## src/rtl/apb3_arb_pkg.sv

```systemverilog
// Shared types and constants for the two-master APB3 arbiter.
package apb3_arb_pkg;

  typedef enum logic [1:0] {
    StIdle   = 2'b00,
    StSetup  = 2'b01,
    StAccess = 2'b10
  } arb_state_e;

  localparam logic PORT_CPU = 1'b0;
  localparam logic PORT_HW  = 1'b1;

  localparam int unsigned TmoCntW = 16;

endpackage

```

## src/rtl/rr_grant2.sv

```systemverilog
// Two-way round-robin chooser; holds the index of the last granted port.
module rr_grant2
  import apb3_arb_pkg::*;
(
  input  logic       clk,
  input  logic       resetn,
  input  logic [1:0] req,
  input  logic       update,
  output logic       grant_valid,
  output logic       grant_idx,
  output logic       last_grant
);

  logic last_grant_q;

  always_comb begin
    grant_valid = |req;
    case (req)
      2'b11:   grant_idx = ~last_grant_q;
      2'b10:   grant_idx = PORT_HW;
      default: grant_idx = PORT_CPU;
    endcase
  end

  // Resetting to the HW port makes the CPU win the first tie.
  always_ff @(posedge clk or negedge resetn) begin
    if (!resetn) begin
      last_grant_q <= PORT_HW;
    end else if (update && grant_valid) begin
      last_grant_q <= grant_idx;
    end
  end

  assign last_grant = last_grant_q;

endmodule

```

## src/rtl/apb3_master_arbiter.sv

```systemverilog
// Shares one APB3 slave between the CPU (port 0) and HW engine (port 1), round-robin.
// Optional ACCESS timeout abort is built only when APB3_ARB_TIMEOUT_EN is defined.
module apb3_master_arbiter
  import apb3_arb_pkg::*;
#(
  parameter int unsigned ADDR_WIDTH     = 12,
  parameter int unsigned DATA_WIDTH     = 32,
  parameter int unsigned TIMEOUT_CYCLES = 255
) (
  input  logic                  clk,
  input  logic                  resetn,
  input  logic [ADDR_WIDTH-1:0] s0_PADDR,
  input  logic                  s0_PSEL,
  input  logic                  s0_PENABLE,
  input  logic                  s0_PWRITE,
  input  logic [DATA_WIDTH-1:0] s0_PWDATA,
  output logic                  s0_PREADY,
  output logic [DATA_WIDTH-1:0] s0_PRDATA,
  output logic                  s0_PSLVERROR,
  input  logic [ADDR_WIDTH-1:0] s1_PADDR,
  input  logic                  s1_PSEL,
  input  logic                  s1_PENABLE,
  input  logic                  s1_PWRITE,
  input  logic [DATA_WIDTH-1:0] s1_PWDATA,
  output logic                  s1_PREADY,
  output logic [DATA_WIDTH-1:0] s1_PRDATA,
  output logic                  s1_PSLVERROR,
  output logic [ADDR_WIDTH-1:0] m_PADDR,
  output logic                  m_PSEL,
  output logic                  m_PENABLE,
  output logic                  m_PWRITE,
  output logic [DATA_WIDTH-1:0] m_PWDATA,
  input  logic                  m_PREADY,
  input  logic                  m_PSLVERROR,
  input  logic [DATA_WIDTH-1:0] m_PRDATA,
  output logic                  grant
);

  arb_state_e state_q, state_d;

  logic [1:0]            req;
  logic                  grant_valid;
  logic                  grant_idx;
  logic                  last_grant;
  logic                  take;
  logic                  xfer_done;
  logic                  timeout_hit;
  logic [DATA_WIDTH-1:0] rsp_data;
  logic                  rsp_err;

  logic                  m_psel_q, m_penable_q, m_pwrite_q;
  logic [ADDR_WIDTH-1:0] m_paddr_q;
  logic [DATA_WIDTH-1:0] m_pwdata_q;

  assign req       = {s1_PSEL, s0_PSEL};
  assign take      = (state_q == StIdle) && grant_valid;
  assign xfer_done = (state_q == StAccess) && m_PREADY;

  rr_grant2 u_rr_grant2 (
    .clk         (clk),
    .resetn      (resetn),
    .req         (req),
    .update      (take),
    .grant_valid (grant_valid),
    .grant_idx   (grant_idx),
    .last_grant  (last_grant)
  );

  assign grant = last_grant;

`ifdef APB3_ARB_TIMEOUT_EN
  localparam logic [TmoCntW-1:0] TmoLimit = TmoCntW'(TIMEOUT_CYCLES);

  logic [TmoCntW-1:0] tmo_cnt_q;

  // Held at zero outside ACCESS, so every ACCESS phase starts counting from zero.
  always_ff @(posedge clk or negedge resetn) begin
    if (!resetn) begin
      tmo_cnt_q <= '0;
    end else if (state_q != StAccess) begin
      tmo_cnt_q <= '0;
    end else if (!m_PREADY && (tmo_cnt_q != TmoLimit)) begin
      tmo_cnt_q <= tmo_cnt_q + 1'b1;
    end
  end

  assign timeout_hit = (state_q == StAccess) && !m_PREADY && (tmo_cnt_q == TmoLimit);
`else
  logic unused_timeout_cfg;
  assign unused_timeout_cfg = ^TIMEOUT_CYCLES;
  assign timeout_hit        = 1'b0;
`endif

  always_comb begin
    state_d = StIdle;
    case (state_q)
      StIdle:   state_d = grant_valid ? StSetup : StIdle;
      StSetup:  state_d = StAccess;
      StAccess: state_d = (m_PREADY || timeout_hit) ? StIdle : StAccess;
      default:  state_d = StIdle;
    endcase
  end

  always_ff @(posedge clk or negedge resetn) begin
    if (!resetn) begin
      state_q     <= StIdle;
      m_psel_q    <= 1'b0;
      m_penable_q <= 1'b0;
    end else begin
      state_q     <= state_d;
      m_psel_q    <= (state_d == StSetup) || (state_d == StAccess);
      m_penable_q <= (state_d == StAccess);
    end
  end

  // Address/data are captured once at grant and held until the next grant.
  always_ff @(posedge clk or negedge resetn) begin
    if (!resetn) begin
      m_paddr_q  <= '0;
      m_pwrite_q <= 1'b0;
      m_pwdata_q <= '0;
    end else if (take) begin
      m_paddr_q  <= grant_idx ? s1_PADDR  : s0_PADDR;
      m_pwrite_q <= grant_idx ? s1_PWRITE : s0_PWRITE;
      m_pwdata_q <= grant_idx ? s1_PWDATA : s0_PWDATA;
    end
  end

  assign m_PSEL    = m_psel_q;
  assign m_PENABLE = m_penable_q;
  assign m_PADDR   = m_paddr_q;
  assign m_PWRITE  = m_pwrite_q;
  assign m_PWDATA  = m_pwdata_q;

  assign rsp_data = xfer_done ? m_PRDATA : '0;
  assign rsp_err  = xfer_done ? m_PSLVERROR : timeout_hit;

  // A port that dropped PSEL mid-transfer gets nothing back; the response is discarded.
  always_comb begin
    s0_PREADY    = 1'b0;
    s0_PRDATA    = '0;
    s0_PSLVERROR = 1'b0;
    s1_PREADY    = 1'b0;
    s1_PRDATA    = '0;
    s1_PSLVERROR = 1'b0;
    if (last_grant == PORT_CPU) begin
      s0_PREADY    = (xfer_done && s0_PENABLE && s0_PSEL) || timeout_hit;
      s0_PRDATA    = s0_PSEL ? rsp_data : '0;
      s0_PSLVERROR = s0_PSEL && rsp_err;
    end else begin
      s1_PREADY    = (xfer_done && s1_PENABLE && s1_PSEL) || timeout_hit;
      s1_PRDATA    = s1_PSEL ? rsp_data : '0;
      s1_PSLVERROR = s1_PSEL && rsp_err;
    end
  end

endmodule

```

## config.mk

```make
export PLATFORM = sky130hd
export DESIGN_NAME = apb3_master_arbiter
export DESIGN_NICKNAME = d
export VERILOG_FILES = /design/src/rtl/apb3_arb_pkg.sv /design/src/rtl/rr_grant2.sv /design/src/rtl/apb3_master_arbiter.sv
export SDC_FILE = /design/constraint.sdc
export NUM_CORES = 1
export LEC_CHECK = 0
export BUFFER_PORTS_ARGS = -buffer_cell sky130_fd_sc_hd__buf_2
export CORE_MARGIN = 2
export CORE_UTILIZATION = 37
export CTS_CLUSTER_DIAMETER = 100
export CTS_CLUSTER_SIZE = 40
export DETAILED_ROUTE_END_ITERATION = 10
export PLACE_DENSITY = 0.78
export RECOVER_POWER = 25
export SKIP_LAST_GASP = 1
export SYNTH_ARGS = -nofsm -noshare
export SYNTH_HDL_FRONTEND = slang
export SYNTH_SLANG_ARGS = --single-unit
```

## constraint.sdc

```tcl
create_clock -name clk -period 1.8 [get_ports clk]
set_clock_uncertainty 0.1 [all_clocks]
set_input_delay 0.36 -clock clk [delete_from_list [all_inputs] [get_ports clk]]
set_output_delay 0.36 -clock clk [all_outputs]
set_load 0.02 [all_outputs]
```

==> run_results.csv, run 1 <==
group,metric,value,unit
run_status,status,"finished with violations",
run_status,failed_checks,"setup timing",
logic_synthesis,synth_seq_cells,50,
die,rows,34,
min_path,hp-class,"in -> reg",
drt,dr_total_vias,2855,
logic_synthesis,yosysTopAreaCellShare,38.1,%
final_layout,final_nets,632,
logic_synthesis,syn_nets,368,
die,die_w,97.3,um
setup_path,arrival,1.63,ns
final_layout,post-route-util,62.7,%
die,die_y,97.3,um
clocking,cts_buffer_depth,2,
timing,period_needed,2.09,ns
placed_design,hpwl,6660,um
clocking,worst_skew_pair.late_latency,0.29,ns
flow_run,cap_violations,0,
timing,worst_pin_slew,1.08,ns
setup_path,required,1.34,ns
timing,finalHoldViolCount,0,
drt,route.met3.wl,513,um
drt,wl_per_cell,17.1,um
drt,route.met2.wl,5420,um
final_layout,area_growth,67.3,%
logic_synthesis,synth_area,3220,um^2
global_routing,grt_pass1_wl,14100,um
timing,finalSetupViolCount,84,
drt,viasPerCell,4.68,
clocking,cts_buffers,5,
power_and_ir_drop,power.density,1340,nW/um^2
timing,holdWs,0.312,ns
clocking,clock_sinks,50,
setup_path,worst_setup_path_start_kind,"flip-flop",
timing,fmax,478,MHz
timing,rsz0062_at_grt,"true",
final_layout,diodes,0,
clocking,clk_pin_slew,0.10,ns
logic_synthesis,yosysTopAreaCell,"dfrtp_1",
clocking,cts_max_level,2,
setup_path,critPathKind,"reg -> out",
global_routing,grt_pass1_vias,2798,
die,core,8590,um^2
global_routing,grt_max_degree,35,
die,initial_core_util,37.5,%
clocking,cts-root-buf,"clkbuf_8",
die,ios,246,
final_layout,mostFrequentLayoutCells,"buf_2 (177), mux2_4 (78), dfrtp_1 (49), buf_4 (49), and2_1 (48)",
clocking,cts_tree,"built",
drt,drc_errors,0,
power_and_ir_drop,p_leak,0.00294,uW
global_routing,gr-total-overflow,0,
placed_design,place.gp.congestion,0.804,
logic_synthesis,ys_warn_count,0,
timing,fin_crit_sh,116,%
die,die-area,9460,um^2
logic_synthesis,syn_avg_cell_area,13.6,um^2
setup_path,critPathMaxFanout,9,
logic_synthesis,ys_top_cells_by_area,"dfrtp_1 (38%), mux2_4 (36%), and2_1 (13%)",
power_and_ir_drop,ir_drop,0.683,mV
logic_synthesis,netlist_instances,237,
drt,drt_first_iter_violations,81,
global_routing,grt_antenna_before_repair,1,
final_layout,layout_commonest_cell,"buf_2",
timing,final_max_slew_viol_count,0,
logic_synthesis,ys_types,18,
drt,firstDrtPassIters,4,
final_layout,fill_cells,686,
timing,setup_slack,-0.292,ns
drt,ant_nets,0,
placed_design,io_buffers,245,
drt,drt-met1-wl,4370,um
drt,routed.top_layer,"met5",
drt,routed_wirelength,10400,um
logic_synthesis,seq_area_frac_synth,38.9,%
global_routing,track_usage,18.5,%
timing,slew_headroom,28.0,%
setup_path,end_kind,"output port",
final_layout,drive_above_1_share,78.9,%
[synth_stat cells]
master	instances
and2_1	68
nor2_1	2
ha_1	1
clkbuf_1	6
inv_1	3
buf_2	2
buf_12	4
mux2_2	13
dfstp_2	1
and3_1	2
mux2i_1	1
mux2_4	78
and3b_1	1
o21ai_0	1
buf_6	1
dfrtp_1	49
buf_4	3
a21bo_1	1
[where the power goes]
group          switching [uW]  total [uW]  internal [uW]  leakage, uW
clock                     368         778            410    0.0000579
combinational            2030        4430           2400      0.00229
sequential                303        2020           1710     0.000585
total                    2700        7220           4520      0.00294
[sequential cells by signal, indices dropped and copies added, names as in the netlist]
register	flops
m_PWDATA	32
m_PADDR	12
state_q	2
m_PENABLE	1
m_PSEL	1
m_PWRITE	1
u_rr_grant2.last_grant	1
[repair_timing]
item                       CTS  global route
setup endpoints to repair   91           106
setup buffers                5             2
resized for setup           38            95
gates cloned                 3             8
hold buffers                 1             0
pin swaps                    1            16
hold endpoints to repair    17             0
[path summary, 6_finish.rpt]
check	from	endpoint	slack, ns	cells after the start
setup / recovery	state_q[0]$_DFF_PN0_	s0_PRDATA[25]	-0.29	5
max in group asynchronous	resetn	m_PWDATA[5]$_DFFE_PN0P_	0.19	3
hold / removal	s0_PADDR[8]	m_PADDR[8]$_DFFE_PN0P_	0.31	3
setup reg to reg	u_rr_grant2.last_grant$_DFFE_PN1P_	m_PWDATA[22]$_DFFE_PN0P_	-0.13	6
hold reg to reg	m_PWDATA[8]$_DFFE_PN0P_	m_PWDATA[8]$_DFFE_PN0P_	0.41	1
min in group asynchronous	resetn	m_PADDR[2]$_DFFE_PN0P_	0.68	2
[stage by stage]
step	cell area (um^2)	total power, uW	worst slack (ns)	TNS (ns)	std cells
after floorplan	3220	4670	0.0108	0	237
after global placement	4580	5720	0.0205	0	583
after detailed placement	4580	5800	-0.0272	-0.133	583
after CTS	4920	6790	-0.248	-16.77	600
after global routing	5390	7630	-0.382	-24.02	610
final	5390	7220	-0.292	-17.31	610
[final cells by class]
cell class,count,area [um^2],share of cell area (%)
multi-input combinational,168,1880,34.9
clock buffer,5,68.8,1.28
clock inverter,3,40.0,0.743
timing repair buffer,273,1990,36.9
tap,108,135,2.51
inverter,3,23.8,0.441
sequential,50,1250,23.3
[metal layers]
layer / up-vias / global-route usage (%)
li1: 1337 / -
met1: 1389 / 23.7
met2: 115 / 32.6
met3: 12 / 3.88
met4: 2 / 3.31
met5: - / 0
[worst max-delay path: stages, from the launching register on]
cell,delay [ns]
dfrtp_1,0.38
and3b_2,0.25
and3_4,0.24
buf_12,0.14
and2_1,0.15
buf_2,0.17
[logic make-up (layout without fill, tap and decap cells)]
group                      after synthesis  after routing  synth area share, %
muxes                                   92             92                 41.2
and+or+nand+nor                         73             73                 14.1
DFF                                     50             50                 38.9
buffers and inverters                   19            284                 4.90
AOI/OAI and AO/OA                        2              2                0.466
adders and majority gates                1              1                0.389
Note: power is estimated with default switching activity, not from simulation.
==> run 2, diff against run 1 <==
- CORE_ASPECT_RATIO: default -> 1.5
==> run_results.csv, run 2 (synthesis gave the netlist of run 1 again) <==
group,metric,value,unit
clocking,cts_tree,"built",
timing,period_needed,2.03,ns
die,initial_core_util,38.3,%
setup_path,r2r_cells,4,
timing,holdWs,0.326,ns
die,rows,41,
clocking,cts_buffer_depth,2,
final_layout,largest_reg_flops,32,
final_layout,drive_above_1_share,77.8,%
final_layout,mostFrequentLayoutCells,"buf_2 (176), mux2_4 (86), buf_4 (52)",
final_layout,stdcell_area,5270,um^2
timing,finalHoldViolCount,0,
global_routing,grt_pass1_vias,2974,
global_routing,grt_antenna_before_repair,1,
setup_path,end_kind,"output port",
flow_run,cap_violations,0,
run_status,status,"finished with violations",
global_routing,gr-total-overflow,0,
clocking,cts_buffers,5,
global_routing,grt_pass1_wl,15500,um
timing,fmax,493,MHz
power_and_ir_drop,p_leak,0.00292,uW
placed_design,hpwl,8360,um
timing,fin_crit_sh,113,%
final_layout,final_nets,626,
setup_path,arrival,1.57,ns
power_and_ir_drop,power.density,1350,nW/um^2
drt,routed_wirelength,11200,um
die,ios,246,
drt,firstDrtPassIters,4,
setup_path,cp_num_buf_inv,2,
die,die_w,80.2,um
setup_path,crit_end,"s0_PRDATA[10]",
clocking,clk_pin_slew,0.07,ns
clocking,cts_max_level,2,
drt,viasPerCell,4.74,
timing,finalSetupViolCount,98,
setup_path,r2r-end,"m_PWDATA[1]$_DFFE_PN0P_",
setup_path,critPathMaxFanout,17,
final_layout,layout_commonest_cell,"buf_2",
placed_design,dp_cells,586,
setup_path,cp_slowest_cell,"dfrtp_1",
power_and_ir_drop,ir_drop,0.877,mV
setup_path,worstSetupPathDepth,5,
min_path,hp-class,"in -> reg",
global_routing,track_usage,21.9,%
final_layout,stdcell_count,604,
setup_path,cp_top_family,"simple AND/OR/NAND/NOR gates",
setup_path,startpoint,"state_q[0]$_DFF_PN0_",
setup_path,cp_slowest_stage_delay,0.37,ns
setup_path,path_cells,"and3b_2 -> and3_4 -> buf_8 -> and2_1 -> buf_4",
final_layout,area_growth,63.8,%
clocking,cts-root-buf,"clkbuf_16",
setup_path,worst_setup_path_start_kind,"flip-flop",
timing,tns,-13.85,ns
timing,worst_pin_slew,1.08,ns
die,die_y,118,um
die,die-area,9480,um^2
drt,ant_nets,0,
placed_design,placed_area,4590,um^2
setup_path,r2r-start,"u_rr_grant2.last_grant$_DFFE_PN1P_",
clocking,clock_sinks,50,
clocking,worst_skew_pair.late_latency,0.28,ns
drt,drc_errors,0,
drt,dr_total_vias,2864,
timing,slew_headroom,27.8,%
timing,setup_slack,-0.229,ns
timing,final_max_slew_viol_count,0,
setup_path,critPathKind,"reg -> out",
setup_path,required,1.34,ns
drt,drt_first_iter_violations,92,
run_status,failed_checks,"setup timing",
die,core,8410,um^2
setup_path,r2r_slack,-0.05,ns
timing,rsz0062_at_grt,"true",
global_routing,grt_max_degree,26,
placed_design,place.gp.congestion,0.744,
drt,wl_per_cell,18.5,um
placed_design,io_buffers,245,
-- run 2: cell count changes in the layout (fill, tap and decap cells not counted), moves of 2 or more --
cell | previous run | this run
mux2_2 | 12 | 4
mux2_4 | 78 | 86
buf_12 | 9 | 5
clkbuf_8 | 5 | 1
buf_4 | 49 | 52
clkbuf_16 | 6 | 9
and2_1 | 48 | 50
and2_4 | 20 | 18
buf_16 | 3 | 1
-- run 2: tightest hold or removal path, cell delays in order --
cell    delay [ns]
buf_2         0.07
mux2_4        0.12
mux2_4        0.12
-- run 2: layer usage --
layer	GRT usage, %	vias to the layer above	part of all wire (%)
li1	-	1312	-
met2	39.9	156	53
met4	5.19	0	0.96
met1	24.4	1390	38
met3	6.56	6	8.5
met5	0	-	0
-- run 2: worst min-delay path by stage --
| stage | start | endpoint | slack [ns] | depth (start not counted) |
|---|---|---|---|---|
| global placement | resetn | m_PWDATA[0]$_DFFE_PN0P_ | 0.23 | 1 |
| global route | s0_PADDR[5] | m_PADDR[5]$_DFFE_PN0P_ | 0.32 | 3 |
| detailed placement | resetn | m_PWDATA[6]$_DFFE_PN0P_ | 0.23 | 1 |
| floorplan | resetn | m_PADDR[0]$_DFFE_PN0P_ | -0.04 | 0 |
| CTS | s0_PADDR[5] | m_PADDR[5]$_DFFE_PN0P_ | 0.32 | 3 |
| finish | s0_PADDR[5] | m_PADDR[5]$_DFFE_PN0P_ | 0.33 | 3 |
-- run 2: repair_timing --
item                       in CTS  in global routing
hold endpoints to repair       15                  0
buffers inserted                2                  0
setup endpoints to repair      74                 85
cloned                          2                  4
pin swaps                      14                  5
hold buffers                    1                  0
resized for setup             109                 21
-- run 2: cell type report --
cell class              instances  area [um^2]
clock buffers                   7          143
inverters                       3         11.3
diodes                          1         2.50
flip-flops and latches         50         1250
well taps                     107          134
fillers                       636         3140
repair buffers                267         1820
multi-input cells             168         1900
clock inverters                 1         5.00
-- run 2: metrics by stage --
| stage | util (%) | power [uW] | setup WS, ns |
|---|---|---|---|
| after floorplan | - | 4670 | 0.0108 |
| after global placement | 54.6 | 5760 | -0.00957 |
| after detailed placement | 54.6 | 5840 | -0.0248 |
| after CTS | 60.8 | 6990 | -0.224 |
| after global routing | 62.7 | 7480 | -0.280 |
| final | 62.7 | 7120 | -0.229 |
-- run 2: power breakdown --
group / internal (uW) / leakage (uW) / switching [uW]
clock network: 552 / 0.0000739 / 395
registers: 1720 / 0.000585 / 317
logic: 2180 / 0.00226 / 1950
total: 4450 / 0.00292 / 2660
